### src/rtl/sqrt_lut_arbiter.sv
// sqrt_lut_arbiter: round-robin sharing of one fixed-latency sqrt_lut between
// NUM_REQ requesters. Results return by tag into per-requester show-ahead FIFOs.
// Credit counters bound in-flight plus queued results to DEPTH for each requester.
module sqrt_lut_arbiter #(
    parameter int NUM_REQ = 4,
    parameter int LAT     = 3,
    parameter int DEPTH   = 4
) (
    input  logic                    clk,
    input  logic                    rst,
    input  logic [NUM_REQ-1:0]      req_valid,
    input  logic [16*NUM_REQ-1:0]   req_data,
    output logic [NUM_REQ-1:0]      req_ready,
    output logic [NUM_REQ-1:0]      rsp_valid,
    output logic [8*NUM_REQ-1:0]    rsp_data,
    input  logic [NUM_REQ-1:0]      rsp_ready,
    output logic [15:0]             lut_i,
    output logic                    lut_val_i,
    input  logic [7:0]              lut_o,
    input  logic                    lut_val_o,
    output logic                    err
);
    localparam int IW = (NUM_REQ > 1) ? $clog2(NUM_REQ) : 1;
    localparam int CW = $clog2(DEPTH + 1);
    localparam int AW = (DEPTH > 1) ? $clog2(DEPTH) : 1;
    localparam logic [CW-1:0] DEPTH_C = CW'(DEPTH);
    localparam logic [AW-1:0] LAST_A  = AW'(DEPTH - 1);
    localparam logic [IW-1:0] LAST_I  = IW'(NUM_REQ - 1);

    logic [IW-1:0] ptr_q, ptr_d;
    logic [CW-1:0] cnt_q [NUM_REQ];
    logic [CW-1:0] cnt_d [NUM_REQ];
    logic [CW-1:0] occ_q [NUM_REQ];
    logic [CW-1:0] occ_d [NUM_REQ];
    logic [AW-1:0] rd_q  [NUM_REQ];
    logic [AW-1:0] rd_d  [NUM_REQ];
    logic [AW-1:0] wr_q  [NUM_REQ];
    logic [AW-1:0] wr_d  [NUM_REQ];
    logic [7:0]    mem_q [NUM_REQ][DEPTH];
    logic [7:0]    mem_d [NUM_REQ][DEPTH];
    logic [15:0]   lut_i_q, lut_i_d;
    logic          lut_val_i_q, lut_val_i_d;
    logic [IW-1:0] iss_tag_q, iss_tag_d;
    logic [LAT-1:0] tv_q, tv_d;
    logic [IW-1:0] tt_q [LAT];
    logic [IW-1:0] tt_d [LAT];
    logic          err_q, err_d;

    logic [NUM_REQ-1:0] grant, pop, push, rel;
    logic               grant_any;
    logic [IW-1:0]      grant_idx;
    logic               tag_v;
    logic [IW-1:0]      tag;

    // Round-robin search starting just after the last granted requester.
    always_comb begin
        int unsigned idx;
        logic [IW-1:0] cand;
        grant     = '0;
        grant_any = 1'b0;
        grant_idx = ptr_q;
        for (int unsigned off = 1; off <= NUM_REQ; off++) begin
            idx  = (32'(ptr_q) + off) % NUM_REQ;
            cand = IW'(idx);
            if (!grant_any && !rst && req_valid[cand] && (cnt_q[cand] < DEPTH_C)) begin
                grant_any = 1'b1;
                grant_idx = cand;
            end
        end
        if (grant_any) begin
            grant[grant_idx] = 1'b1;
        end
    end

    // Tag-pipe output steers a returning result into its FIFO or releases its credit.
    always_comb begin
        tag_v = tv_q[LAT-1];
        tag   = tt_q[LAT-1];
        push  = '0;
        rel   = '0;
        if (tag_v && lut_val_o) begin
            push[tag] = 1'b1;
        end
        if (tag_v && !lut_val_o) begin
            rel[tag] = 1'b1;
        end
    end

    // Show-ahead FIFO heads and handshake outputs.
    always_comb begin
        rsp_data = '0;
        for (int unsigned i = 0; i < NUM_REQ; i++) begin
            rsp_valid[i]        = (occ_q[i] != '0);
            rsp_data[8*i +: 8]  = mem_q[i][rd_q[i]];
        end
        pop       = rsp_valid & rsp_ready;
        req_ready = grant;
        lut_i     = lut_i_q;
        lut_val_i = lut_val_i_q;
        err       = err_q;
    end

    // Next state for issue register, tag pipe, credits and FIFOs.
    always_comb begin
        ptr_d       = grant_any ? grant_idx : ptr_q;
        lut_val_i_d = grant_any;
        iss_tag_d   = grant_any ? grant_idx : iss_tag_q;
        lut_i_d     = lut_i_q;
        for (int unsigned i = 0; i < NUM_REQ; i++) begin
            if (grant[i]) begin
                lut_i_d = req_data[16*i +: 16];
            end
        end
        tv_d[0] = lut_val_i_q;
        tt_d[0] = iss_tag_q;
        for (int unsigned k = 1; k < LAT; k++) begin
            tv_d[k] = tv_q[k-1];
            tt_d[k] = tt_q[k-1];
        end
        err_d = err_q | (lut_val_o ^ tag_v);
        mem_d = mem_q;
        for (int unsigned i = 0; i < NUM_REQ; i++) begin
            cnt_d[i] = cnt_q[i] + CW'(grant[i]) - CW'(pop[i]) - CW'(rel[i]);
            occ_d[i] = occ_q[i] + CW'(push[i]) - CW'(pop[i]);
            wr_d[i]  = wr_q[i];
            rd_d[i]  = rd_q[i];
            if (push[i]) begin
                mem_d[i][wr_q[i]] = lut_o;
                wr_d[i] = (wr_q[i] == LAST_A) ? '0 : wr_q[i] + 1'b1;
            end
            if (pop[i]) begin
                rd_d[i] = (rd_q[i] == LAST_A) ? '0 : rd_q[i] + 1'b1;
            end
        end
    end

    // Control state with synchronous reset.
    always_ff @(posedge clk) begin
        if (rst) begin
            ptr_q       <= LAST_I;
            lut_i_q     <= '0;
            lut_val_i_q <= 1'b0;
            iss_tag_q   <= '0;
            tv_q        <= '0;
            err_q       <= 1'b0;
            for (int unsigned i = 0; i < NUM_REQ; i++) begin
                cnt_q[i] <= '0;
                occ_q[i] <= '0;
                rd_q[i]  <= '0;
                wr_q[i]  <= '0;
            end
        end else begin
            ptr_q       <= ptr_d;
            lut_i_q     <= lut_i_d;
            lut_val_i_q <= lut_val_i_d;
            iss_tag_q   <= iss_tag_d;
            tv_q        <= tv_d;
            err_q       <= err_d;
            cnt_q       <= cnt_d;
            occ_q       <= occ_d;
            rd_q        <= rd_d;
            wr_q        <= wr_d;
        end
    end

    // Data storage and tag indexes; qualified by valid/occupancy, so no reset.
    always_ff @(posedge clk) begin
        mem_q <= mem_d;
        tt_q  <= tt_d;
    end

endmodule
### config.mk
export PLATFORM = sky130hd
export DESIGN_NAME = sqrt_lut_arbiter
export DESIGN_NICKNAME = d
export VERILOG_FILES = /design/src/rtl/sqrt_lut_arbiter.sv
export SDC_FILE = /design/constraint.sdc
export NUM_CORES = 1
export LEC_CHECK = 0
export ABC_AREA = 1
export BUFFER_PORTS_ARGS = -buffer_cell sky130_fd_sc_hd__buf_2
export CORE_UTILIZATION = 53
export CTS_CLUSTER_SIZE = 25
export DETAILED_ROUTE_END_ITERATION = 6
export PLACE_DENSITY_LB_ADDON = 0.05
export SYNTH_ARGS = -nofsm -noshare
export SYNTH_HDL_FRONTEND = slang
export SYNTH_SLANG_ARGS = --single-unit
### constraint.sdc
create_clock -name clk -period 3.8 [get_ports clk]
set_clock_uncertainty 0.2 [all_clocks]
set_input_delay 0.76 -clock clk [delete_from_list [all_inputs] [get_ports clk]]
set_output_delay 0.76 -clock clk [all_outputs]
set_load 0.02 [all_outputs]
==> results.sh, run 1 <==
export IMPL_outcome="finished, final reports clean"
export IMPL_viasPerCell=5.11
export IMPL_worstHoldPathType="flop to flop"
export IMPL_crit_path_frequent_cell="nand2_1"
export IMPL_place_hpwl_um=13100
export IMPL_cp_startpoint="ptr_q[0]$_SDFFE_PP1P_"
export IMPL_root_buffer="clkbuf_16"
export IMPL_cts_max_level=4
export IMPL_die_y_um=134
export IMPL_start_kind="flop"
export IMPL_min_from="tt_d[0]$_DFF_P_"
export IMPL_ir_drop_mv=0.945
export IMPL_netlist_area_sq_mm=0.00925
export IMPL_initial_utilization_pct=55.0
export IMPL_cts_sinks=199
export IMPL_final_max_slew_violation_count=0
export IMPL_design_die_area_sq_mm=0.0180
export IMPL_path_cells="buf_4 > inv_4 > nand2_1 > nand2_1 > nand3_2 > nand2_2 > nand2_1 > nand2_1 > nand2_1 > nand2_1 > nand2_2 > nor2_1 > nand2_4 > buf_6 > inv_1 > buf_2"
export IMPL_grt_pass1_wl_um=30400
export IMPL_wl_met3_um=786
export IMPL_drtIter0Drc=226
export IMPL_highest_layer="met4"
export IMPL_cts_max_path_buffers=2
export IMPL_place_congestion=0.836
export IMPL_finalCritPeriodShare_pct=94.0
export IMPL_critPathKind="flop to output pin"
export IMPL_die_x_um=134
export IMPL_finalSetupTns_ns=0
export IMPL_cts_tree="yes"
export IMPL_rr_startpoint="ptr_q[0]$_SDFFE_PP1P_"
export IMPL_postPlaceCellArea_sq_mm=0.0101
export IMPL_io_pins=141
export IMPL_grt_start_max_net_pins=32
export IMPL_synth_area_per_cell_sq_um=10.2
export IMPL_rsz0062_at_grt="false"
export IMPL_num_rows=47
export IMPL_max_stage_delay_ns=0.32
export IMPL_grt_total_usage_pct=22.0
export IMPL_drive_gt1_share_pct=24.9
export IMPL_cp_data_arrival_time_ns=2.61
export IMPL_min_period_ns=3.57
export IMPL_crit_required_ns=2.84
export IMPL_cp_max_fo=17
export IMPL_port_buffers=140
export IMPL_ys_ff_latch=199
export IMPL_wl_per_cell_um=14.9
export IMPL_grt_ovfl_total=0
export IMPL_netlist_instances=903
export IMPL_drt_met1_wl_um=7960
export IMPL_layout_common_cells="140 x buf_2, 128 x edfxtp_1, 125 x nor2_1, 106 x nand2_1, 95 x inv_1"
export IMPL_cp_num_buf_inv=5
export IMPL_slew_limit_headroom_pct=43.4
export IMPL_ant_nets=0
export IMPL_nets=1176
export IMPL_post_cts_buffers=0
export IMPL_ys_types=39
export IMPL_vias=6524
export IMPL_cts_hold_buf=0
export IMPL_drcViolationCount=0
export IMPL_place_worst_setup_slack_ns=0.124
export IMPL_leakage_nw=4.60
export IMPL_layout_commonest_cell="buf_2"
export IMPL_cpLargestDelayFamily="simple AND/OR/NAND/NOR gates"
export IMPL_ys_warn_count=0
export IMPL_fill_cells=1417
export IMPL_powerDensity_mw_per_mm2=823
export IMPL_path_clk_slew_ns=0.07
export IMPL_drv_cap=0
export IMPL_finalInstanceArea_sq_mm=0.0107
export IMPL_grt_pass1_vias=6230
export IMPL_layout_setup_ws_ns=0.226
export IMPL_final_hold_violation_count=0
export IMPL_fmax_ghz=0.280
export IMPL_p_total_w=0.00881
export IMPL_cts_resized=0
export IMPL_grt_antenna_before_repair=0
export IMPL_cts_buffers=17
export IMPL_yosysSeqAreaShare_pct=56.9
export IMPL_core_area_sq_mm=0.0168
export IMPL_num_antenna_cells=0
export IMPL_worst_pin_slew_ns=0.846
export IMPL_setup_viol=0
export IMPL_drt_total_wl_um=19000
export IMPL_synthToLayoutAreaGrowth_pct=15.8
export IMPL_wl_met2_um=9960
export IMPL_synth_nets=1036
export IMPL_end_kind="output pin"
export IMPL_clk_insertion_delay_late_ns=0.43
export IMPL_dr_pass1_iters=5
export IMPL_cpMaxStageDelayCell="dfxtp_1"
==> metrics by stage <==
step | hold slack, ns | instances | utilization, %
after floorplan | 0.110 | 903 | -
after global routing | 0.139 | 1276 | 63.7
after detailed placement | 0.112 | 1244 | 60.1
after CTS | 0.130 | 1276 | 63.6
final | 0.130 | 1276 | 63.7
after global placement | 0.110 | 1244 | 60.1
==> synth_stat cells (all sizes together) <==
| master | n | share of area [%] |
|---|---|---|
| a211oi | 4 | 0.32 |
| clkinv | 2 | 0.14 |
| clkbuf | 19 | 0.77 |
| o21ai | 96 | 5.3 |
| nor3 | 1 | 0.054 |
| buf | 16 | 1.7 |
| edfxtp | 128 | 42 |
| or3 | 4 | 0.27 |
| o22ai | 32 | 2.2 |
| a31oi | 9 | 0.61 |
| and3 | 1 | 0.068 |
| ha | 42 | 5.7 |
| nand3 | 44 | 3.7 |
| nand4 | 1 | 0.068 |
| nand3b | 7 | 0.57 |
| a21oi | 44 | 2.8 |
| fa | 8 | 1.7 |
| nand2 | 140 | 7.0 |
| xor2 | 8 | 0.76 |
| inv | 99 | 4.0 |
| nor2 | 127 | 5.3 |
| dfxtp | 71 | 15 |
==> power by group <==
group | leakage, nW | switching [W] | internal (W)
registers | 1.74 | 0.000248 | 0.00262
logic | 2.57 | 0.00274 | 0.00145
clock network | 0.293 | 0.000801 | 0.000956
==> final timing paths <==
kind	end	slack, ns	cells past startpoint
worst max-delay path	req_ready[2]	0.23	16
worst min-delay path	tag[0]$_DFF_P_	0.13	0
worst max register to register	cnt_q[5]$_SDFF_PP0_	0.34	20
worst min register to register	tag[0]$_DFF_P_	0.13	0
==> cells by family (layout without fill, tap and decap cells) <==
family                     Yosys count  after routing  synth area share (%)
and+or+nand+nor                    325            325                  17.0
DFF                                199            199                  56.9
AOI/OAI and AO/OA                  185            185                  11.2
buffers and inverters              136            289                  6.70
adders and majority gates           50             50                  7.42
xor gates and xnor gates             8              8                 0.758
==> routing by layer <==
layer,vias to the layer above,GRT usage [%]
li1,3334,-
met1,3046,26.7
met2,128,39.1
met3,16,4.65
met4,0,6.55
met5,-,0
==> registers in the layout (all words and copies together), names as in the netlist <==
signal     flops
ptr_q          2
occ_q         12
lut_i         16
iss_tag_q      2
wr_q           8
cnt_q         12
mem_q        128
tag            2
err            1
tv_q           3
rd_q           8
tt_d           4
lut_val_i      1
==> area by class of cell <==
| class | count | area, sq um | share of cell area (%) |
|---|---|---|---|
| inverters | 101 | 387 | 3.61 |
| repair buffers | 156 | 825 | 7.70 |
| well taps | 220 | 275 | 2.57 |
| clock inverters | 11 | 96.3 | 0.900 |
| flip-flops and latches | 199 | 5270 | 49.2 |
| multi-input cells | 568 | 3370 | 31.4 |
| clock buffers | 21 | 493 | 4.60 |
Note: power is estimated with default switching activity, not from simulation.
==> inputs of run 2 (changes only) <==
Settings changed: CORE_ASPECT_RATIO set to 1.75.
==> run 2 against run 1 <==
  * Utilization fell by 0.58 points
  * Final cell count grew 0.78%
  * Sequential power about the same
  * Critical endpoint unchanged
==> results.sh, run 2 (synthesized netlist as in run 1, its figures left out) <==
export IMPL_nets=1179
export IMPL_fill_cells=1483
export IMPL_finalCritPeriodShare_pct=94.4
export IMPL_layout_setup_ws_ns=0.212
export IMPL_use_met3_pct=4.62
export IMPL_cts_max_level=4
export IMPL_io_pins=141
export IMPL_synthToLayoutAreaGrowth_pct=16.2
export IMPL_worstHoldPathType="flop to flop"
export IMPL_grt_use_met1_pct=23.3
export IMPL_powerDensity_mw_per_mm2=824
export IMPL_grt_pass1_wl_um=31000
export IMPL_cts_hold_buf=0
export IMPL_cts_sinks=199
export IMPL_cts_buffers=17
export IMPL_outcome="finished, final reports clean"
export IMPL_vias=6606
export IMPL_dp_cells=1254
export IMPL_finalNonFillerCells=1286
export IMPL_path_clk_slew_ns=0.07
export IMPL_grt_ovfl_total=0
export IMPL_setup_viol=0
export IMPL_drcViolationCount=0
export IMPL_port_buffers=140
export IMPL_grtUsageMet2_pct=44.3
export IMPL_grt_total_usage_pct=22.8
export IMPL_cp_max_fo=17
export IMPL_crit_required_ns=2.84
export IMPL_drt_total_wl_um=19600
export IMPL_largest_reg_flops=128
export IMPL_cp_data_arrival_time_ns=2.63
export IMPL_grt_pass1_vias=6481
export IMPL_num_antenna_cells=0
export IMPL_wl_per_cell_um=15.2
export IMPL_drv_cap=0
export IMPL_place_hpwl_um=14200
export IMPL_drtIter0Drc=209
export IMPL_die_x_um=102
export IMPL_ant_nets=0
export IMPL_slew_limit_headroom_pct=43.4
export IMPL_root_buffer="clkbuf_16"
export IMPL_largest_register="mem_q"
export IMPL_finalSetupTns_ns=0
export IMPL_final_max_slew_violation_count=0
export IMPL_cts_max_path_buffers=2
export IMPL_cts_tree="yes"
export IMPL_die_y_um=177
export IMPL_place_congestion=0.829
export IMPL_layout_common_cells="140 x buf_2, 128 x edfxtp_1, 125 x nor2_1, 106 x nand2_1, 95 x inv_1"
export IMPL_final_hold_violation_count=0
export IMPL_layout_commonest_cell="buf_2"
export IMPL_holdWs_ns=0.130
export IMPL_top_usage_layer="met2"
export IMPL_worst_pin_slew_ns=0.846
export IMPL_rsz0062_at_grt="false"
export IMPL_core_area_sq_mm=0.0170
export IMPL_min_period_ns=3.59
export IMPL_fmax_ghz=0.279
export IMPL_leakage_nw=4.61
export IMPL_clk_insertion_delay_late_ns=0.43
export IMPL_dr_pass1_iters=4
export IMPL_end_kind="output pin"
export IMPL_viasPerCell=5.14
export IMPL_initial_utilization_pct=54.3
export IMPL_final_util_pct=63.1
export IMPL_post_cts_buffers=0
export IMPL_ir_drop_mv=0.790
export IMPL_place_worst_setup_slack_ns=0.213
export IMPL_start_kind="flop"
export IMPL_design_die_area_sq_mm=0.0180
export IMPL_grt_antenna_before_repair=0
export IMPL_grt_start_max_net_pins=26
export IMPL_critPathKind="flop to output pin"
export IMPL_drive_gt1_share_pct=25.2
export IMPL_num_rows=63
[run 2: per-stage QoR]
stage	total power, W	area, sq um
2_1_floorplan	0.00614	9250
3_3_place_gp	0.00709	10100
3_5_place_dp	0.00716	10100
4_1_cts	0.00895	10700
5_1_grt	0.00957	10700
6_report	0.00886	10700
[run 2: timing repair]
item,in CTS,in global routing
endpoints found under the hold margin,0,0
gates resized for setup,0,2
setup endpoints to repair,0,1
[run 2: where the power goes]
part / switching [W] / internal, W
combinational: 0.00276 / 0.00145
sequential: 0.000226 / 0.00262
clock: 0.000807 / 0.000989
[run 2: final timing paths]
check / from / endpoint / slack (ns) / depth (start not counted)
hold / removal: tt_d[3]$_DFF_P_ / tt_d[1]$_DFF_P_ / 0.13 / 0
setup reg to reg: ptr_q[0]$_SDFFE_PP1P_ / cnt_q[5]$_SDFF_PP0_ / 0.47 / 19
setup / recovery: ptr_q[0]$_SDFFE_PP1P_ / req_ready[2] / 0.21 / 16
hold reg to reg: tt_d[3]$_DFF_P_ / tt_d[1]$_DFF_P_ / 0.13 / 0
[run 2: worst max-delay path, stage by stage, from the launching register on]
cell and delay [ns]:
dfxtp_2 0.46, buf_4 0.20, nand2_1 0.07, nand2_2 0.12, nand3_1 0.08, nand2_1 0.09, nand2_1 0.09, inv_1 0.11
nand3_4 0.10, nand2_2 0.07, nand2_2 0.06, nand2_4 0.12, inv_2 0.08, nand2_4 0.07, buf_4 0.26, inv_1 0.06
buf_2 0.16
[run 2: final cells by class]
cell class                      count  area, sq um  share of cell area, %
Multi-Input combinational cell    568         3370                   31.3
Clock inverter                     14          164                   1.53
Tap cell                          227          284                   2.64
Inverter                          101          387                   3.60
Clock buffer                       18          429                   4.00
Timing Repair Buffer              159          843                   7.85
Sequential cell                   199         5270                   49.0
[run 2: metal layers]
layer / vias to the layer above / routed length, um
li1: 3334 / -
met1: 3117 / 7510
met2: 133 / 10900
met3: 22 / 718
met4: 0 / 447
met5: - / 0
==> inputs of run 3 (changes only) <==
Settings changed: CAP_MARGIN set to 20, CORE_MARGIN set to 2.
==> run 3 against run 2 <==
  * Flip-flop and latch count unchanged
  * Critical path depth shrank 1
  * Combinational power barely moved
  * Final area did not move
  * Utilization stayed put
  * Maximum frequency is 0.50% lower
  * Die area rose by 3.1%
  * Global-route usage down 0.89 points
  * Worst setup slack lost 0.018 ns
  * Largest cell class unchanged
==> results.sh, run 3 (synthesized netlist as in run 1, its figures left out) <==
export IMPL_place_worst_setup_slack_ns=0.154
export IMPL_final_hold_violation_count=0
export IMPL_cts_buffers=17
export IMPL_crit_required_ns=2.84
export IMPL_swShare_pct=42.6
export IMPL_ir_drop_mv=0.925
export IMPL_critPathKind="flop to output pin"
export IMPL_start_kind="flop"
export IMPL_p_sw_w=0.00378
export IMPL_cp_max_fo=17
export IMPL_die_x_um=104
export IMPL_die_y_um=179
export IMPL_final_util_pct=63.1
export IMPL_grt_start_max_net_pins=28
export IMPL_ant_nets=0
export IMPL_drt_total_wl_um=19600
export IMPL_root_buffer="clkbuf_16"
export IMPL_drcViolationCount=0
export IMPL_rsz0062_at_grt="false"
export IMPL_drive_gt1_share_pct=25.0
export IMPL_cts_sinks=199
export IMPL_layout_setup_ws_ns=0.194
export IMPL_initial_utilization_pct=54.3
export IMPL_place_hpwl_um=14200
export IMPL_p_int_w=0.00509
export IMPL_clk_insertion_delay_late_ns=0.43
export IMPL_min_from="tt_d[1]$_DFF_P_"
export IMPL_cts_max_path_buffers=2
export IMPL_grt_total_usage_pct=21.9
export IMPL_core_area_sq_mm=0.0170
export IMPL_finalSetupTns_ns=0
export IMPL_port_buffers=140
export IMPL_cpLargestDelayFamily="simple AND/OR/NAND/NOR gates"
export IMPL_leakage_nw=4.62
export IMPL_path_cells="inv_2 > nand2_2 > nand2_2 > nand3_2 > nand2_2 > o21ai_4 > nand3_4 > nand2_2 > nand2_2 > nand2_4 > inv_2 > nand2_4 > buf_6 > inv_1 > buf_2"
export IMPL_grt_antenna_before_repair=1
export IMPL_cts_tree="yes"
export IMPL_p_clk_share_pct=20.4
export IMPL_place_congestion=0.889
export IMPL_final_max_slew_violation_count=0
export IMPL_seqPwrFrac_pct=32.2
export IMPL_rr_startpoint="ptr_q[1]$_SDFFE_PP1P_"
export IMPL_drv_cap=0
export IMPL_finalCritPeriodShare_pct=94.9
export IMPL_grt_pass1_vias=6551
export IMPL_synthToLayoutAreaGrowth_pct=16.2
export IMPL_design_die_area_sq_mm=0.0186
export IMPL_grt_ovfl_total=0
export IMPL_r2r_cells=20
export IMPL_slew_limit_headroom_pct=44.0
export IMPL_grt_pass1_wl_um=31600
export IMPL_cp_num_buf_inv=5
export IMPL_largest_register="mem_q"
export IMPL_largest_reg_flops=128
export IMPL_min_period_ns=3.61
export IMPL_outcome="finished, final reports clean"
export IMPL_worstHoldPathType="flop to flop"
export IMPL_wl_per_cell_um=15.3
export IMPL_fmax_ghz=0.277
export IMPL_vias=6625
export IMPL_crit_path_frequent_cell="nand2_2"
export IMPL_num_rows=63
export IMPL_powerDensity_mw_per_mm2=826
export IMPL_r2r_end="cnt_q[5]$_SDFF_PP0_"
export IMPL_max_stage_delay_ns=0.51
export IMPL_end_kind="output pin"
export IMPL_layout_common_cells="140 x buf_2, 128 x edfxtp_1, 125 x nor2_1, 106 x nand2_1, 95 x inv_1"
export IMPL_dr_pass1_iters=4
export IMPL_path_clk_slew_ns=0.07
export IMPL_cts_max_level=4
export IMPL_io_pins=141
export IMPL_setup_viol=0
export IMPL_hold_path_end="tag[1]$_DFF_P_"
export IMPL_cp_data_arrival_time_ns=2.65
export IMPL_whs_path_depth=0
export IMPL_layout_commonest_cell="buf_2"
export IMPL_worst_pin_slew_ns=0.837
export IMPL_cpMaxStageDelayCell="dfxtp_1"
export IMPL_post_cts_buffers=0
export IMPL_reg2reg_setup_slack_ns=0.38
export IMPL_nets=1176
export IMPL_drtIter0Drc=209
export IMPL_p_comb_share_pct=47.4
export IMPL_viasPerCell=5.16
## run 3: worst reg2reg max path, delay by kind of cell, from the launching register on
kind / cells / cell delay, ns
compound gates: 3 / 0.40
xor+xnor: 1 / 0.15
simple gates: 10 / 0.76
flops: 1 / 0.51
fa+ha+maj: 3 / 0.89
buf+inv: 3 / 0.41
## run 3: stage by stage
| step | area [sq um] | hold WS [ns] | power (W) | std cells |
|---|---|---|---|---|
| CTS | 10700 | 0.133 | 0.00895 | 1283 |
| detailed placement | 10100 | 0.116 | 0.00714 | 1251 |
| finish | 10700 | 0.131 | 0.00887 | 1284 |
| floorplan | 9250 | 0.110 | 0.00614 | 903 |
| global route | 10700 | 0.138 | 0.00958 | 1283 |
| global placement | 10100 | 0.110 | 0.00707 | 1251 |
## run 3: final cells by class
cell class	instances	area, sq um
fill	1452	6290
sequential	199	5270
multi-input combinational	568	3370
timing repair buffer	156	828
clock buffer	21	503
inverter	101	387
tap	227	284
clock inverter	11	105
antenna	1	2.50
## run 3: worst max-delay path by stage
stage / start / endpoint / slack, ns / cells past startpoint
floorplan: rst / cnt_q[11]$_SDFF_PP0_ / 0.11 / 15
global placement: req_valid[1] / cnt_q[5]$_SDFF_PP0_ / 0.25 / 18
detailed placement: req_valid[2] / cnt_q[11]$_SDFF_PP0_ / 0.15 / 19
CTS: ptr_q[1]$_SDFFE_PP1P_ / req_ready[2] / 0.10 / 15
global route: ptr_q[1]$_SDFFE_PP1P_ / req_ready[2] / 0.004 / 16
finish: ptr_q[1]$_SDFFE_PP1P_ / req_ready[2] / 0.19 / 15
## run 3: power groups by stage
stage / Sequential, W / Clock [W] / Combinational (W)
2_1_floorplan: 0.00293 / 0 / 0.00321
3_3_place_gp: 0.00289 / 0 / 0.00418
3_5_place_dp: 0.00290 / 0 / 0.00424
4_1_cts: 0.00285 / 0.00184 / 0.00426
5_1_grt: 0.00289 / 0.00192 / 0.00476
6_report: 0.00285 / 0.00181 / 0.00420
## run 3: repair_timing
| item | CTS | global route |
|---|---|---|
| hold buffers | 0 | 0 |
| resized for setup | 0 | 2 |
| endpoints found under the setup margin | 0 | 1 |
## run 3: routing by layer
layer  wire length [um]  track usage (%)  vias up
li1                   -                -     3326
met5                  0                0        -
met1               7240             22.0     3086
met2              10800             42.6      169
met3                907             4.51       44
met4                648             10.7        0
